`src/rtl/valid_code_gen.sv`:
```
// rtl/valid_code_gen.sv - scans all 64 six-bit candidates per lap and emits those that satisfy the validity predicate.
// Optional GEN_COUNT_EN adds output num_emitted[6:0], the number of codes handed off in the current or last lap.
module valid_code_gen #(
  parameter logic [5:0] SEED = 6'd0
) (
  input  logic       clock,
  input  logic       reset_N,
  input  logic       start,
  output logic [5:0] code_out,
  output logic       code_valid,
  input  logic       code_ready,
  output logic       busy,
  output logic       done,
  output logic       wrapped
`ifdef GEN_COUNT_EN
  ,
  output logic [6:0] num_emitted
`endif
);

  typedef enum logic [1:0] {IDLE, SEARCH, PRESENT, DONE} state_t;

  state_t     state, state_n;
  logic [5:0] cand, cand_n, code_n;
  logic [6:0] cnt, cnt_n;
  logic       valid_n, wrapped_n;
  logic       a, b, c, d, e, f, v;

  assign {a, b, c, d, e, f} = cand;
  assign v = (!a & !b & !c & !d & !e & f) | (!a & !b & c & e & f) | (!a & b & !c & e & f) |
             (!a & b & d & !f) | (!a & b & c & !d) | (a & !b & c & f) |
             (b & !e & !f) | (c & !d & !e) | (a & !f);

  assign busy = (state != IDLE);
  assign done = (state == DONE);

  always_comb begin
    state_n   = state;
    cand_n    = cand;
    cnt_n     = cnt;
    code_n    = code_out;
    valid_n   = code_valid;
    wrapped_n = wrapped;
    case (state)
      IDLE: begin
        if (start) begin
          state_n   = SEARCH;
          cand_n    = SEED;
          cnt_n     = 7'd0;
          wrapped_n = 1'b0;
        end
      end
      SEARCH: begin
        cnt_n = cnt + 7'd1;
        if (v) begin
          code_n  = cand;
          valid_n = 1'b1;
          state_n = PRESENT;
        end else begin
          cand_n = cand + 6'd1;
          if (&cand) wrapped_n = 1'b1;
          // The 64th rejected candidate closes the lap without a wasted cycle.
          if (cnt == 7'd63) state_n = DONE;
        end
      end
      PRESENT: begin
        if (code_ready) begin
          valid_n = 1'b0;
          if (cnt == 7'd64) begin
            state_n = DONE;
          end else begin
            state_n = SEARCH;
            cand_n  = cand + 6'd1;
            if (&cand) wrapped_n = 1'b1;
          end
        end
      end
      DONE:    state_n = IDLE;
      default: state_n = IDLE;
    endcase
  end

  always_ff @(posedge clock or negedge reset_N) begin
    if (!reset_N) begin
      state      <= IDLE;
      cand       <= SEED;
      cnt        <= 7'd0;
      code_out   <= 6'd0;
      code_valid <= 1'b0;
      wrapped    <= 1'b0;
    end else begin
      state      <= state_n;
      cand       <= cand_n;
      cnt        <= cnt_n;
      code_out   <= code_n;
      code_valid <= valid_n;
      wrapped    <= wrapped_n;
    end
  end

`ifdef GEN_COUNT_EN
  always_ff @(posedge clock or negedge reset_N) begin
    if (!reset_N) begin
      num_emitted <= 7'd0;
    end else if (state == IDLE && start) begin
      num_emitted <= 7'd0;
    end else if (state == PRESENT && code_ready) begin
      num_emitted <= num_emitted + 7'd1;
    end
  end
`endif

endmodule

```
`config.mk`:
```
export PLATFORM = sky130hd
export DESIGN_NAME = valid_code_gen
export DESIGN_NICKNAME = d
export VERILOG_FILES = /design/src/rtl/valid_code_gen.sv
export SDC_FILE = /design/constraint.sdc
export NUM_CORES = 1
export LEC_CHECK = 0
export BUFFER_PORTS_ARGS = -buffer_cell sky130_fd_sc_hd__clkbuf_2
export CORE_MARGIN = 2
export CORE_UTILIZATION = 50
export CTS_CLUSTER_DIAMETER = 200
export CTS_CLUSTER_SIZE = 14
export DETAILED_ROUTE_END_ITERATION = 10
export PLACE_DENSITY = 0.69
export SYNTH_ARGS = -nofsm -noshare
export SYNTH_HDL_FRONTEND = slang
export SYNTH_SLANG_ARGS = --single-unit
```
`constraint.sdc`:
```
create_clock -name clock -period 3.5 [get_ports clock]
set_clock_uncertainty 0.1 [all_clocks]
set_input_delay 0.7 -clock clock [delete_from_list [all_inputs] [get_ports clock]]
set_output_delay 0.7 -clock clock [all_outputs]
set_load 0.02 [all_outputs]
```
==> flow_summary.html <==
<table>
<tr><th>Metric</th><th>Value</th></tr>
<tr><th colspan="2">Outcome</th></tr>
<tr><td>Result of the run</td><td>completed</td></tr>
<tr><th colspan="2">Timing</th></tr>
<tr><td>Setup violators final</td><td>0</td></tr>
<tr><td>Final setup TNS</td><td>0 ps</td></tr>
<tr><td>Portion of the clock cycle consumed by the worst path in the final layout</td><td>0.694</td></tr>
<tr><td>Worst hold slack</td><td>253 ps</td></tr>
<tr><td>Setup slack of the critical path after layout</td><td>1070 ps</td></tr>
<tr><td>Worst relative slew slack</td><td>0.552</td></tr>
<tr><td>Final critical path time including I/O delays and setup</td><td>2430 ps</td></tr>
<tr><td>Count of endpoints failing hold in the final timing report</td><td>0</td></tr>
<tr><td>Final count of pins violating max slew</td><td>0</td></tr>
<tr><td>Maximum clock frequency</td><td>412 MHz</td></tr>
<tr><td>Setup repair after global routing missed its margin</td><td>false</td></tr>
<tr><td>Transition time of the tightest slew-check pin</td><td>roughly 670 ps</td></tr>
<tr><th colspan="2">Final layout</th></tr>
<tr><td>Fraction of layout cells with a size suffix above 1</td><td>0.130</td></tr>
<tr><td>Commonest cells after routing, fill and taps aside</td><td>sky130_fd_sc_hd__dfrtp_1, sky130_fd_sc_hd__o21ai_0, sky130_fd_sc_hd__nand2_1, sky130_fd_sc_hd__inv_1, sky130_fd_sc_hd__clkbuf_2</td></tr>
<tr><td>Count of antenna diodes in the layout</td><td>0</td></tr>
<tr><td>Net total in the final layout</td><td>189</td></tr>
<tr><td>Area added between synthesis and finish</td><td>7.68%</td></tr>
<tr><td>Final Core Density</td><td>0.565</td></tr>
<tr><td>Filler instances</td><td>250</td></tr>
<tr><td>Non-filler cells, final</td><td>208</td></tr>
<tr><td>Most common cell after layout, fill and taps aside</td><td>sky130_fd_sc_hd__dfrtp_1</td></tr>
<tr><td>Non-Filler Cell Area, Final</td><td>0.00154 mm^2</td></tr>
<tr><th colspan="2">Yosys</th></tr>
<tr><td>Synth area leaders</td><td>sky130_fd_sc_hd__dfrtp_1, sky130_fd_sc_hd__o21ai_0, sky130_fd_sc_hd__ha_1</td></tr>
<tr><td>Total nets after synthesis</td><td>175</td></tr>
<tr><td>Synth top area share</td><td>0.401</td></tr>
<tr><td>Count of warnings emitted by yosys</td><td>0</td></tr>
<tr><td>Number of synthesized flops with an enable pin</td><td>0</td></tr>
<tr><td>Async SR Flop Fraction</td><td>1.00</td></tr>
<tr><td>Most common flop cell mapped by yosys</td><td>sky130_fd_sc_hd__dfrtp_1</td></tr>
<tr><td>Area leader, netlist</td><td>sky130_fd_sc_hd__dfrtp_1</td></tr>
<tr><td>Register area share after synthesis</td><td>0.401</td></tr>
<tr><td>Library cells used by synthesis</td><td>42</td></tr>
<tr><td>Cell Area, Synth</td><td>approximately 0.0014 mm^2</td></tr>
<tr><td>Avg Synthesized Cell Area</td><td>8.74 um^2</td></tr>
<tr><td>Number of synthesized register bits</td><td>23</td></tr>
<tr><td>Syn Inst Count</td><td>164</td></tr>
<tr><th colspan="2">Floorplanning</th></tr>
<tr><td>Area of the die</td><td>0.00331 mm^2</td></tr>
<tr><td>Die Span X</td><td>approximately 58 um</td></tr>
<tr><td>Starting utilization of the core area</td><td>0.524</td></tr>
<tr><td>Site row count</td><td>19</td></tr>
<tr><td>Area inside the core boundary</td><td>0.00273 mm^2</td></tr>
<tr><td>Number of top-level pins</td><td>14</td></tr>
<tr><td>Die Height</td><td>57.6 um</td></tr>
<tr><th colspan="2">Global routing</th></tr>
<tr><td>Global-route congestion overflow total</td><td>0</td></tr>
<tr><td>Wire length of the first global-routing pass</td><td>5350 um</td></tr>
<tr><td>Vias in the first global route</td><td>1217</td></tr>
<tr><td>Largest net degree at the start of global routing</td><td>24</td></tr>
<tr><td>Antenna violations before repair</td><td>0</td></tr>
<tr><td>Global router's overall resource usage</td><td>0.205</td></tr>
<tr><th colspan="2">Setup path</th></tr>
<tr><td>CP Cell Sequence</td><td>inv_1 &gt; ha_1 &gt; o311ai_1 &gt; nor2_1 &gt; o21a_1 &gt; mux2_4</td></tr>
<tr><td>Critical path peak fanout</td><td>14</td></tr>
<tr><td>Top delay family on crit path</td><td>compound AO/OA/AOI/OAI gates</td></tr>
<tr><td>End of the worst register-to-register path</td><td>cand[0]$_DFFE_PN0P_</td></tr>
<tr><td>CP Buf/Inv Count</td><td>1</td></tr>
<tr><td>Startpoint of the lowest-slack register-to-register path</td><td>state[1]$_DFFE_PN0P_</td></tr>
<tr><td>CP peak stage delay</td><td>580 ps</td></tr>
<tr><td>Crit Path Category</td><td>flip-flop to flip-flop</td></tr>
<tr><td>Crit path DAT</td><td>2540 ps</td></tr>
<tr><td>Endpoint class of the critical path</td><td>flip-flop</td></tr>
<tr><td>Depth of the worst register-to-register path</td><td>6</td></tr>
<tr><td>CP max-delay cell</td><td>sky130_fd_sc_hd__o311ai_1</td></tr>
<tr><td>Crit path launch type</td><td>flip-flop</td></tr>
<tr><td>Worst EP required</td><td>3610 ps</td></tr>
<tr><td>R2R Setup Slk</td><td>1070 ps</td></tr>
<tr><th colspan="2">Clocking</th></tr>
<tr><td>Deepest clock path buffer count</td><td>2</td></tr>
<tr><td>CTS HTree Levels</td><td>1</td></tr>
<tr><td>Worst-path clk slew</td><td>around 130 ps</td></tr>
<tr><td>Buffers inserted by post-CTS timing repair</td><td>0</td></tr>
<tr><td>Clock tree from TritonCTS</td><td>built</td></tr>
<tr><td>Clk Tree Root Cell</td><td>sky130_fd_sc_hd__clkbuf_4</td></tr>
<tr><td>Gates resized, CTS repair</td><td>0</td></tr>
<tr><td>CTS Hold Bufs</td><td>0</td></tr>
<tr><td>TritonCTS sink count</td><td>23</td></tr>
<tr><td>CTS Buf Count</td><td>3</td></tr>
<tr><td>Clk_lat worst skew</td><td>310 ps</td></tr>
<tr><th colspan="2">Drt</th></tr>
<tr><td>Detailed-routed wire length on met3</td><td>about 120 um</td></tr>
<tr><td>Total via count after detailed routing</td><td>between 1000 and 1500</td></tr>
<tr><td>Wire length on met2</td><td>about 1600 um</td></tr>
<tr><td>Post-DRT Antenna Nets</td><td>0</td></tr>
<tr><td>Number of iterations in the first detailed-routing pass</td><td>4</td></tr>
<tr><td>Post-route met1 wirelength</td><td>about 1400 um</td></tr>
<tr><td>Detailed Route Iter0 Violations</td><td>44</td></tr>
<tr><td>Top layer reached by signal wires</td><td>met4</td></tr>
<tr><td>Number of vias per cell</td><td>about 6.0</td></tr>
<tr><td>Number of DRC violations after detailed routing</td><td>0</td></tr>
<tr><td>Final WL</td><td>3090 um</td></tr>
<tr><td>Average detailed-routed wire length per instance</td><td>14.8 um</td></tr>
<tr><th colspan="2">Placed design</th></tr>
<tr><td>Number of placed cells counting well taps</td><td>204</td></tr>
<tr><td>Final HPWL from detailed placement</td><td>2320 um</td></tr>
<tr><td>Number of input and output port buffers inserted</td><td>13</td></tr>
<tr><td>Worst setup slack before clock tree synthesis</td><td>1130 ps</td></tr>
<tr><td>Placed cell area</td><td>0.00152 mm^2</td></tr>
<tr><td>Placer Congestion</td><td>around 0.9</td></tr>
<tr><th colspan="2">Hold path</th></tr>
<tr><td>Min-Delay Path Class</td><td>input pin to asynchronous set/reset pin</td></tr>
<tr><th colspan="2">Power and ir drop</th></tr>
<tr><td>Pwr/cell area</td><td>approximately 940 mW/mm^2</td></tr>
<tr><td>Worst IR Drop VDD</td><td>0.548 mV</td></tr>
<tr><td>Post-layout power</td><td>1.46 mW</td></tr>
<tr><td>Total leakage power</td><td>0.709 nW</td></tr>
<tr><th colspan="2">Flow run</th></tr>
<tr><td>Number of max-cap violations</td><td>0</td></tr>
</table>
worst max path at each step:
| stage | start | endpoint | slack (ps) | depth (start not counted) |
|---|---|---|---|---|
| 4_1_cts | state[1]$_DFFE_PN0P_ | cand[0]$_DFFE_PN0P_ | 1090 | 6 |
| 6_report | state[1]$_DFFE_PN0P_ | cand[0]$_DFFE_PN0P_ | 1070 | 6 |
| 2_1_floorplan | state[1]$_DFFE_PN0P_ | cand[0]$_DFFE_PN0P_ | 1450 | 8 |
| 3_3_place_gp | start | cand[0]$_DFFE_PN0P_ | 1230 | 6 |
| 3_5_place_dp | state[1]$_DFFE_PN0P_ | cand[0]$_DFFE_PN0P_ | 1130 | 6 |
| 5_1_grt | state[1]$_DFFE_PN0P_ | cand[0]$_DFFE_PN0P_ | 900 | 6 |
synthesized netlist by cell type (2+ instances only):
master and instances:
sky130_fd_sc_hd__and2_1 3, sky130_fd_sc_hd__mux2_4 2, sky130_fd_sc_hd__o31ai_1 4, sky130_fd_sc_hd__ha_1 7
sky130_fd_sc_hd__o21ai_0 21, sky130_fd_sc_hd__buf_2 2, sky130_fd_sc_hd__o221ai_1 2, sky130_fd_sc_hd__nor4_1 2
sky130_fd_sc_hd__dfrtp_1 23, sky130_fd_sc_hd__o211ai_1 3, sky130_fd_sc_hd__a21oi_1 6, sky130_fd_sc_hd__nor3_1 5
sky130_fd_sc_hd__or3_1 2, sky130_fd_sc_hd__nand3_1 8, sky130_fd_sc_hd__nand2b_1 4, sky130_fd_sc_hd__o21ai_1 3
sky130_fd_sc_hd__o21a_1 3, sky130_fd_sc_hd__and3_1 4, sky130_fd_sc_hd__nand2_1 18, sky130_fd_sc_hd__inv_1 13
sky130_fd_sc_hd__nor2_1 6, sky130_fd_sc_hd__nor2b_1 2, sky130_fd_sc_hd__clkbuf_1 2
worst register-to-register path, stage by stage, from the launching register on:
cell and delay (ps):
sky130_fd_sc_hd__dfrtp_1 480, sky130_fd_sc_hd__inv_1 110, sky130_fd_sc_hd__ha_1 340, sky130_fd_sc_hd__o311ai_1 580
sky130_fd_sc_hd__nor2_1 150, sky130_fd_sc_hd__o21a_1 240, sky130_fd_sc_hd__mux2_4 330
report_power, final:
| part | switching, mW | internal, mW |
|---|---|---|
| clock | 0.0829 | 0.0426 |
| sequential | 0.113 | 0.368 |
| combinational | 0.523 | 0.327 |
sequential cells by signal, summed over array words and instances, names as in the netlist:
name and flops:
cnt 7, cand 6, state 2, code_out 6, wrapped 1, code_valid 1
kinds of logic (layout without fill, tap and decap cells):
logic type | Yosys count | after routing | share of synthesized area
flip-flops | 23 | 23 | 0.401
adder cells (fa/ha/maj) | 7 | 7 | 0.0611
AO/OA/AOI/OAI | 51 | 51 | 0.224
AND/OR/NAND/NOR | 62 | 62 | 0.231
buffers and inverters | 18 | 31 | 0.0541
multiplexers | 3 | 3 | 0.0279
layer usage:
metal,up-vias,track usage
li1,619,-
met1,594,0.268
met2,31,0.354
met3,4,0.0204
met4,0,0.0664
met5,-,0
layout make-up:
class,count,area (um^2),area share
inverter,13,48.8,0.0316
clock buffer,3,22.5,0.0146
timing repair buffer,14,72.6,0.0470
clock inverter,1,5.00,0.00324
multi-input combinational,123,781,0.506
tap,31,38.8,0.0251
sequential,23,576,0.373
Power figures use the tool's default switching activity.
